### src/rtl/common_dffram_fifo_ctrl_if.sv
// Purpose : bundles the push/pop handshakes, status outputs and the RAM ports of the FIFO controller.
// Latency : n/a (signal bundle only).
// Backpressure: n/a (signal bundle only).
//
// slave  : the FIFO controller side.
// master : the surrounding logic side (producer, consumer and the DFF RAM).
interface common_dffram_fifo_ctrl_if #(
    parameter int DATA_WIDTH = 32,
    parameter int ADDR_WIDTH = 2
);
    logic                  flush;
    logic                  in_valid;
    logic                  in_ready;
    logic [DATA_WIDTH-1:0] in_data;
    logic                  out_valid;
    logic                  out_ready;
    logic [DATA_WIDTH-1:0] out_data;
    logic [ADDR_WIDTH:0]   count;
    logic                  almost_full;
    logic [ADDR_WIDTH-1:0] ram_addra;
    logic                  ram_ena;
    logic [DATA_WIDTH-1:0] ram_wea;
    logic [DATA_WIDTH-1:0] ram_dina;
    logic [ADDR_WIDTH-1:0] ram_addrb;
    logic [DATA_WIDTH-1:0] ram_doutb;

    modport slave (
        input  flush, in_valid, in_data, out_ready, ram_doutb,
        output in_ready, out_valid, out_data, count, almost_full,
               ram_addra, ram_ena, ram_wea, ram_dina, ram_addrb
    );

    modport master (
        output flush, in_valid, in_data, out_ready, ram_doutb,
        input  in_ready, out_valid, out_data, count, almost_full,
               ram_addra, ram_ena, ram_wea, ram_dina, ram_addrb
    );
endinterface

### src/rtl/common_dffram_fifo_ctrl.sv
// Purpose : FWFT valid/ready FIFO controller driving an external DFF simple dual-port RAM.
// Latency : a push in cycle N shows on out_valid/out_data in cycle N+1 (no same-cycle bypass).
// Backpressure: in_ready = !full and never depends on out_ready; a full FIFO frees a slot one cycle after a pop.
//
// Ports:
//   clk    - clock
//   reset  - asynchronous reset, active low
//   io     - handshakes (in_*/out_*), flush, count, almost_full and the RAM
//            write port (ram_addra/ena/wea/dina) and read port (ram_addrb/doutb)
module common_dffram_fifo_ctrl #(
    parameter int DATA_WIDTH      = 32,
    parameter int ADDR_WIDTH      = 2,
    parameter int AFULL_THRESHOLD = (1 << ADDR_WIDTH) - 1
) (
    input  logic                    clk,
    input  logic                    reset,
    common_dffram_fifo_ctrl_if.slave io
);
    localparam logic [ADDR_WIDTH:0] PTR_ONE  = (ADDR_WIDTH + 1)'(1);
    localparam logic [ADDR_WIDTH:0] AFULL_TH = (ADDR_WIDTH + 1)'(AFULL_THRESHOLD);

    // Pointers carry one extra wrap bit so full and empty are distinguishable.
    logic [ADDR_WIDTH:0] wptr_q;
    logic [ADDR_WIDTH:0] rptr_q;
    logic [ADDR_WIDTH:0] count_q;
    logic [ADDR_WIDTH:0] count_d;
    logic                afull_q;
    logic                empty;
    logic                full;
    logic                push;
    logic                pop;

    assign empty = (wptr_q == rptr_q);
    assign full  = (wptr_q[ADDR_WIDTH] != rptr_q[ADDR_WIDTH]) &&
                   (wptr_q[ADDR_WIDTH-1:0] == rptr_q[ADDR_WIDTH-1:0]);

    // Gating with reset keeps the RAM write port idle while reset is held,
    // even though in_ready reads 1 then.
    assign push = io.in_valid  & ~full  & ~io.flush & reset;
    assign pop  = io.out_ready & ~empty & ~io.flush & reset;

    always_comb begin
        count_d = count_q;
        if (io.flush) begin
            count_d = '0;
        end else begin
            case ({push, pop})
                2'b10:   count_d = count_q + PTR_ONE;
                2'b01:   count_d = count_q - PTR_ONE;
                default: count_d = count_q;
            endcase
        end
    end

    always_ff @(posedge clk or negedge reset) begin
        if (!reset) begin
            wptr_q  <= '0;
            rptr_q  <= '0;
            count_q <= '0;
            afull_q <= 1'b0;
        end else begin
            if (io.flush) begin
                wptr_q <= '0;
                rptr_q <= '0;
            end else begin
                if (push) wptr_q <= wptr_q + PTR_ONE;
                if (pop)  rptr_q <= rptr_q + PTR_ONE;
            end
            count_q <= count_d;
            // Threshold is at least 1, so a flush (count_d = 0) always clears this.
            afull_q <= (count_d >= AFULL_TH);
        end
    end

    assign io.in_ready    = ~full;
    assign io.out_valid   = ~empty;
    assign io.out_data    = io.ram_doutb;
    assign io.count       = count_q;
    assign io.almost_full = afull_q;

    // The write never aliases the head entry: when not full, wptr's slot is free.
    assign io.ram_ena   = push;
    assign io.ram_addra = wptr_q[ADDR_WIDTH-1:0];
    assign io.ram_wea   = {DATA_WIDTH{push}};
    assign io.ram_dina  = io.in_data;
    assign io.ram_addrb = rptr_q[ADDR_WIDTH-1:0];
endmodule

### src/flat_wrapper.sv
// flat-port wrapper written by rule: the top's interface ports become plain ports
module common_dffram_fifo_ctrl_flat 
#(
    parameter int DATA_WIDTH      = 32,
    parameter int ADDR_WIDTH      = 2,
    parameter int AFULL_THRESHOLD = (1 << ADDR_WIDTH) - 1
)
  (clk, reset, io_flush, io_in_valid, io_in_data, io_out_ready, io_ram_doutb, io_in_ready, io_out_valid, io_out_data, io_count, io_almost_full, io_ram_addra, io_ram_ena, io_ram_wea, io_ram_dina, io_ram_addrb);
  common_dffram_fifo_ctrl_if #(.DATA_WIDTH(DATA_WIDTH), .ADDR_WIDTH(ADDR_WIDTH)) io_i ();
  input  logic clk;
  input  logic reset;
  input wire logic [$bits(io_i.flush)-1:0] io_flush;
  input wire logic [$bits(io_i.in_valid)-1:0] io_in_valid;
  input wire logic [$bits(io_i.in_data)-1:0] io_in_data;
  input wire logic [$bits(io_i.out_ready)-1:0] io_out_ready;
  input wire logic [$bits(io_i.ram_doutb)-1:0] io_ram_doutb;
  output wire logic [$bits(io_i.in_ready)-1:0] io_in_ready;
  output wire logic [$bits(io_i.out_valid)-1:0] io_out_valid;
  output wire logic [$bits(io_i.out_data)-1:0] io_out_data;
  output wire logic [$bits(io_i.count)-1:0] io_count;
  output wire logic [$bits(io_i.almost_full)-1:0] io_almost_full;
  output wire logic [$bits(io_i.ram_addra)-1:0] io_ram_addra;
  output wire logic [$bits(io_i.ram_ena)-1:0] io_ram_ena;
  output wire logic [$bits(io_i.ram_wea)-1:0] io_ram_wea;
  output wire logic [$bits(io_i.ram_dina)-1:0] io_ram_dina;
  output wire logic [$bits(io_i.ram_addrb)-1:0] io_ram_addrb;
  assign io_i.flush = io_flush;
  assign io_i.in_valid = io_in_valid;
  assign io_i.in_data = io_in_data;
  assign io_i.out_ready = io_out_ready;
  assign io_i.ram_doutb = io_ram_doutb;
  assign io_in_ready = io_i.in_ready;
  assign io_out_valid = io_i.out_valid;
  assign io_out_data = io_i.out_data;
  assign io_count = io_i.count;
  assign io_almost_full = io_i.almost_full;
  assign io_ram_addra = io_i.ram_addra;
  assign io_ram_ena = io_i.ram_ena;
  assign io_ram_wea = io_i.ram_wea;
  assign io_ram_dina = io_i.ram_dina;
  assign io_ram_addrb = io_i.ram_addrb;
  common_dffram_fifo_ctrl #(.DATA_WIDTH(DATA_WIDTH), .ADDR_WIDTH(ADDR_WIDTH), .AFULL_THRESHOLD(AFULL_THRESHOLD)) u_core (.clk(clk), .reset(reset), .io(io_i));
endmodule
### config.mk
export PLATFORM = sky130hd
export DESIGN_NAME = common_dffram_fifo_ctrl_flat
export DESIGN_NICKNAME = d
export VERILOG_FILES = /design/src/rtl/common_dffram_fifo_ctrl_if.sv /design/src/rtl/common_dffram_fifo_ctrl.sv /design/src/flat_wrapper.sv
export SDC_FILE = /design/constraint.sdc
export NUM_CORES = 1
export LEC_CHECK = 0
export CAP_MARGIN = 20
export CORE_MARGIN = 2
export CORE_UTILIZATION = 28
export DETAILED_ROUTE_END_ITERATION = 10
export HOLD_SLACK_MARGIN = 0.1
export PLACE_DENSITY = 0.83
export REMOVE_ABC_BUFFERS = 1
export SETUP_SLACK_MARGIN = 0.15
export SLEW_MARGIN = 5
export SYNTH_ARGS = -nofsm -noshare
export SYNTH_HDL_FRONTEND = slang
export SYNTH_SLANG_ARGS = --single-unit
### constraint.sdc
create_clock -name clk -period 5.64 [get_ports clk]
set_input_delay 1.128 -clock clk [delete_from_list [all_inputs] [get_ports clk]]
set_output_delay 1.128 -clock clk [all_outputs]
set_load 0.01 [all_outputs]
==> results.sh, run 1 <==
export IMPL_antenna_cells=0
export IMPL_max_slew_margin=0.513
export IMPL_r2r_slack_ns=2.93
export IMPL_clk_pin_slew_worst_paths_ns=0.05
export IMPL_ys_seq_elements=10
export IMPL_peakVddDrop_mv=0.0607
export IMPL_ys_warn_count=0
export IMPL_grt_overflow_total=0
export IMPL_start_util=0.294
export IMPL_status="complete, no violations"
export IMPL_die_x_um=77.7
export IMPL_synthArstFlopShare=1.00
export IMPL_utilization=0.268
export IMPL_cp_depth=4
export IMPL_min_period_over_period=0.758
export IMPL_crit_path_start_kind="input port"
export IMPL_finalHoldViolations=0
export IMPL_rows=26
export IMPL_clock_sinks=10
export IMPL_p_leak_uw=0.000548
export IMPL_cts_made_buffers=3
export IMPL_critical_path_top_delay_family="buffers and inverters"
export IMPL_synth_cell_types=34
export IMPL_tightestPinTransition_ns=0.728
export IMPL_grt_first_pass_wirelength_um=9830
export IMPL_final_cells=199
export IMPL_hold_depth=2
export IMPL_syn2layout_area_growth_pct=-8.72
export IMPL_total_power_uw=364
export IMPL_ant_nets=0
export IMPL_arrival_ns=3.15
export IMPL_ys_seq_area_frac=0.165
export IMPL_cts_buffer_depth=2
export IMPL_syn_inst=179
export IMPL_wl_per_cell_um=37.5
export IMPL_drt_iter0_drc=183
export IMPL_r2r_cells=8
export IMPL_drv_slew=0
export IMPL_path_cells="clkdlybuf4s50_1 > a211oi_2 > buf_4 > clkdlybuf4s50_1"
export IMPL_vias=1021
export IMPL_place_congestion=0.901
export IMPL_io_buffer_count=47
export IMPL_finalClockSkew_ns=0.00741
export IMPL_setup_viol=0
export IMPL_crit_path_end_kind="output pin"
export IMPL_antenna_found_initial=0
export IMPL_slowest_stage="clkdlybuf4s50_1"
export IMPL_grt_usage=0.248
export IMPL_post_place_ws_ns=1.37
export IMPL_dr_pass1_iters=4
export IMPL_cp_common_cell="clkdlybuf4s50_1"
export IMPL_synth_edf_count=0
export IMPL_drc=0
export IMPL_post_cts_buffers=0
export IMPL_drt_total_wl_um=7460
export IMPL_reg2reg_to="u_core.io.almost_full$_DFF_PN0_"
export IMPL_critPathKind="input port to output pin"
export IMPL_grt_pass1_vias=1049
export IMPL_rsz0062_at_grt="false"
export IMPL_hpwl_um=6520
export IMPL_crit_fanout=33
export IMPL_fp_dieH_um=77.7
export IMPL_post_cts_resize_count=0
export IMPL_syn_area_um2=1520
export IMPL_placed_cells=195
export IMPL_required_ns=4.51
export IMPL_io_pin_count=176
export IMPL_crit_reg2reg_launch="u_core.wptr_q[0]$_DFFE_PN0P_"
export IMPL_crit_buf_inv=3
export IMPL_die_area_um2=6030
export IMPL_cts_tree="yes"
export IMPL_hp_class="register to register"
export IMPL_vias_per_cell=5.13
export IMPL_drive_above_1_share=0.101
export IMPL_ctsHoldBuffers=0
export IMPL_clock_latency_ns=0.25
export IMPL_root_buffer="clkbuf_8"
export IMPL_avgSynthCellArea_um2=8.49
export IMPL_min_to="u_core.io.count[1]$_DFF_PN0_"
export IMPL_grt_max_degree=34
export IMPL_power_density_nw_per_um2=262
export IMPL_fin_nets=203
export IMPL_hp_start="u_core.io.count[1]$_DFF_PN0_"
export IMPL_core_area_um2=5170
export IMPL_final_fill_count=542
export IMPL_cap_violations=0
export IMPL_setup_ws_ns=1.37
export IMPL_min_period_ns=4.27
export IMPL_slowest_delay_ns=0.78
export IMPL_h_tree_depth=1
export IMPL_synthFlopType="dfrtp_1"
export IMPL_max_freq_mhz=234
[synth_stat cells, types with 2 or more instances]
| cell | count | area (µm²) |
|---|---|---|
| nor2_1 | 4 | 15.0 |
| nand4_1 | 5 | 31.3 |
| dfrtp_1 | 10 | 250 |
| ha_1 | 3 | 37.5 |
| buf_4 | 100 | 751 |
| a211oi_1 | 2 | 15.0 |
| a22oi_1 | 4 | 30.0 |
| xnor2_1 | 2 | 17.5 |
| nand2_1 | 4 | 15.0 |
| a21oi_1 | 2 | 10.0 |
| and4b_1 | 2 | 20.0 |
| buf_2 | 2 | 10.0 |
| a21o_1 | 2 | 15.0 |
| nor2b_1 | 4 | 25.0 |
| o21ai_0 | 5 | 25.0 |
| xnor2_2 | 2 | 32.5 |
| xor2_1 | 4 | 35.0 |
| nand3_1 | 6 | 30.0 |
[sequential cells by signal, summed over array words and instances, names as in the netlist]
| register | cells |
|---|---|
| u_core.io.almost_full | 1 |
| u_core.io.count | 3 |
| u_core.rptr_q | 3 |
| u_core.wptr_q | 3 |
[worst max-delay path by stage]
stage | startpoint | to | slack, ns
5_1_grt | reset | io_ram_wea[25] | 1.23
6_report | io_flush | io_ram_wea[20] | 1.37
2_1_floorplan | reset | io_ram_ena | -3.84
4_1_cts | reset | io_ram_wea[20] | 1.37
3_5_place_dp | io_flush | io_ram_wea[20] | 1.37
3_3_place_gp | reset | io_ram_wea[9] | 1.41
[where the power goes]
group	leakage, µW	internal, µW	switching (µW)
Sequential	0.000137	81.2	19.5
Clock	0.0000288	61.7	32.9
Combinational	0.000382	80.8	87.4
[final cells by class]
cell class              instances  area [µm²]  area share
clock buffers                   4        55.1      0.0397
multi-input cells              66         509       0.367
flip-flops and latches         10         250       0.180
well taps                      70        87.6      0.0631
repair buffers                 49         485       0.350
[worst register-to-register path, stage by stage (launching register included)]
cell,delay [ns]
dfrtp_1,0.50
xor2_1,0.37
nor2_2,0.11
a211o_1,0.31
ha_1,0.23
fa_1,0.38
xnor2_1,0.17
a221oi_1,0.36
a21oi_1,0.11
[layout by cell type (no fill, tap or decap), types with 2 or more instances in the layout]
cell and n:
a21o_1 2, a21oi_1 2, a22oi_1 4, and4b_1 2, buf_4 2, clkbuf_8 4
clkdlybuf4s50_1 47, dfrtp_1 10, ha_1 3, nand2_1 4, nand3_1 6, nand4_1 5
nor2_1 4, nor2b_1 4, o21ai_0 5, xnor2_1 2, xnor2_2 2, xor2_1 4
[logic make-up after synthesis]
kind of cell	after synthesis	share of synthesized area
multiplexers	1	0.00658
flip-flops	10	0.165
buffers and inverters	103	0.504
adder cells (fa/ha/maj)	4	0.0379
XOR/XNOR	8	0.0560
AND/OR/NAND/NOR	34	0.137
AO/OA/AOI/OAI	19	0.0938
[metal layers]
metal  up-vias  part of all wire  GRT usage
li1        402                 -          -
met3        25              0.31      0.328
met4         0             0.067      0.136
met5         -                 0     0.0545
met1       434              0.24      0.180
met2       160              0.38      0.344
[metrics by stage]
stage / area (µm²) / hold WS (ns) / TNS (ns)
3_5_place_dp: 1330 / 0.606 / 0
2_1_floorplan: 754 / 0.599 / -126.69
4_1_cts: 1390 / 0.629 / 0
6_report: 1390 / 0.633 / 0
3_3_place_gp: 1330 / 0.589 / 0
5_1_grt: 1390 / 0.667 / 0
Note: power is estimated with default switching activity, not from simulation.
==> inputs of run 2 (changes only) <==
- CORE_UTILIZATION: 28 -> 25
- PLACE_DENSITY: 0.83 -> 0.78
- clock period: 5.64 -> 3.7 ns (I/O delays scaled with it)
==> results.sh, run 2 (synthesis gave the netlist of run 1 again) <==
export IMPL_most_common_layout_cells="clkdlybuf4s50_1 (47), dfrtp_1 (10), nand3_1 (6)"
export IMPL_critPathKind="input port to output pin"
export IMPL_rsz0062_at_grt="false"
export IMPL_die_area_um2=6720
export IMPL_antenna_found_initial=0
export IMPL_syn2layout_area_growth_pct=-6.50
export IMPL_placed_cells=201
export IMPL_comb_power_share=0.479
export IMPL_rows=28
export IMPL_status="complete, no violations"
export IMPL_post_cts_resize_count=0
export IMPL_io_buffer_count=47
export IMPL_vias_per_cell=5.14
export IMPL_p_clk_frac=0.248
export IMPL_fin_nets=204
export IMPL_tightestPinTransition_ns=0.670
export IMPL_reg2reg_to="u_core.io.count[2]$_DFF_PN0_"
export IMPL_final_cells=205
export IMPL_fp_dieH_um=82.0
export IMPL_hold_depth=2
export IMPL_p_seq_frac=0.273
export IMPL_clock_sinks=10
export IMPL_max_slew_margin=0.551
export IMPL_place_congestion=0.858
export IMPL_dr_pass1_iters=4
export IMPL_drt_total_wl_um=7680
export IMPL_crit_path_start_kind="input port"
export IMPL_grt_max_degree=28
export IMPL_setup_ws_ns=0.321
export IMPL_peakVddDrop_mv=0.136
export IMPL_arrival_ns=2.64
export IMPL_grt_first_pass_wirelength_um=9540
export IMPL_post_place_ws_ns=0.330
export IMPL_final_common_cell="clkdlybuf4s50_1"
export IMPL_p_leak_uw=0.000557
export IMPL_grt_pass1_vias=1002
export IMPL_cts_tree="yes"
export IMPL_min_to="u_core.io.count[2]$_DFF_PN0_"
export IMPL_h_tree_depth=1
export IMPL_crit_fanout=27
export IMPL_required_ns=2.96
export IMPL_crit_path_end_kind="output pin"
export IMPL_clock_latency_ns=0.24
export IMPL_sw_frac_of_total=0.385
export IMPL_drive_above_1_share=0.108
export IMPL_min_period_over_period=0.913
export IMPL_hp_start="u_core.io.count[2]$_DFF_PN0_"
export IMPL_wl_per_cell_um=37.5
export IMPL_utilization=0.241
export IMPL_post_cts_buffers=0
export IMPL_cts_buffer_depth=2
export IMPL_crit_reg2reg_launch="u_core.rptr_q[0]$_DFFE_PN0P_"
export IMPL_cts_made_buffers=3
export IMPL_vias=1054
export IMPL_root_buffer="clkbuf_8"
export IMPL_grt_overflow_total=0
export IMPL_antenna_cells=0
export IMPL_clk_pin_slew_worst_paths_ns=0.05
export IMPL_r2r_cells=8
export IMPL_grt_usage=0.228
export IMPL_cap_violations=0
export IMPL_power_density_nw_per_um2=393
export IMPL_r2r_slack_ns=0.98
export IMPL_io_pin_count=176
export IMPL_p_int_uw=344
export IMPL_core_area_um2=5890
export IMPL_ctsHoldBuffers=0
export IMPL_start_util=0.258
export IMPL_hp_class="register to register"
export IMPL_hpwl_um=6670
export IMPL_min_period_ns=3.38
export IMPL_die_x_um=82.0
export IMPL_ant_nets=0
export IMPL_finalClockSkew_ns=0.00162
export IMPL_max_freq_mhz=296
export IMPL_drt_iter0_drc=104
export IMPL_drv_slew=0
export IMPL_setup_viol=0
export IMPL_finalHoldViolations=0
export IMPL_power_switching_uw=215
export IMPL_drc=0
[run 2: cell count changes in the layout (fill, tap and decap cells not counted), sizes merged]
cell  change
buf       +1
[run 2: layout make-up]
type / count / area, µm²
multi-input combinational: 66 / 517
sequential: 10 / 250
tap: 75 / 93.8
fill: 646 / 4460
timing repair buffer: 50 / 505
clock buffer: 4 / 55.1
[run 2: worst max path at each step]
stage	from	endpoint	slack, ns	depth (start not counted)
detailed placement	io_in_valid	io_ram_wea[29]	0.33	5
finish	io_in_valid	io_ram_wea[20]	0.32	5
CTS	io_in_valid	io_ram_wea[29]	0.31	5
global route	io_in_valid	io_ram_wea[31]	0.20	5
global placement	io_in_valid	io_ram_wea[15]	0.37	5
floorplan	u_core.wptr_q[0]$_DFFE_PN0P_	io_ram_ena	-5.06	3
[run 2: layer usage]
metal	vias to the layer above	global-route usage	wire, µm
met5	-	0.108	67
met4	4	0.132	465
met3	30	0.346	2590
met2	171	0.302	2870
met1	440	0.144	1690
li1	409	-	-
[run 2: critical path, cell delays in order]
cell             delay (ns)
clkdlybuf4s50_1        0.51
nand2_1                0.16
a211oi_4               0.46
buf_12                 0.22
clkdlybuf4s50_1        0.55
[run 2: power groups by stage]
| stage | clock network (µW) | logic, µW | registers (µW) |
|---|---|---|---|
| after floorplan | 0 | 130 | 156 |
| after global placement | 0 | 258 | 153 |
| after detailed placement | 0 | 263 | 154 |
| after CTS | 143 | 266 | 153 |
| after global routing | 150 | 288 | 156 |
| final | 139 | 268 | 153 |
[run 2: metrics by stage]
step | power, µW | TNS, ns | hold WS, ns | cell area, µm²
finish | 559 | 0 | 0.621 | 1420
global route | 594 | 0 | 0.650 | 1420
CTS | 562 | 0 | 0.607 | 1420
detailed placement | 417 | 0 | 0.599 | 1370
global placement | 411 | 0 | 0.584 | 1370
floorplan | 286 | -167.13 | 0.444 | 754
==> inputs of run 3 (changes only) <==
- CTS_BUF_LIST: not set -> sky130_fd_sc_hd__clkbuf_8
==> results of run 3 <==
No change in the layout: final DEF, timing and power equal those of run 2.
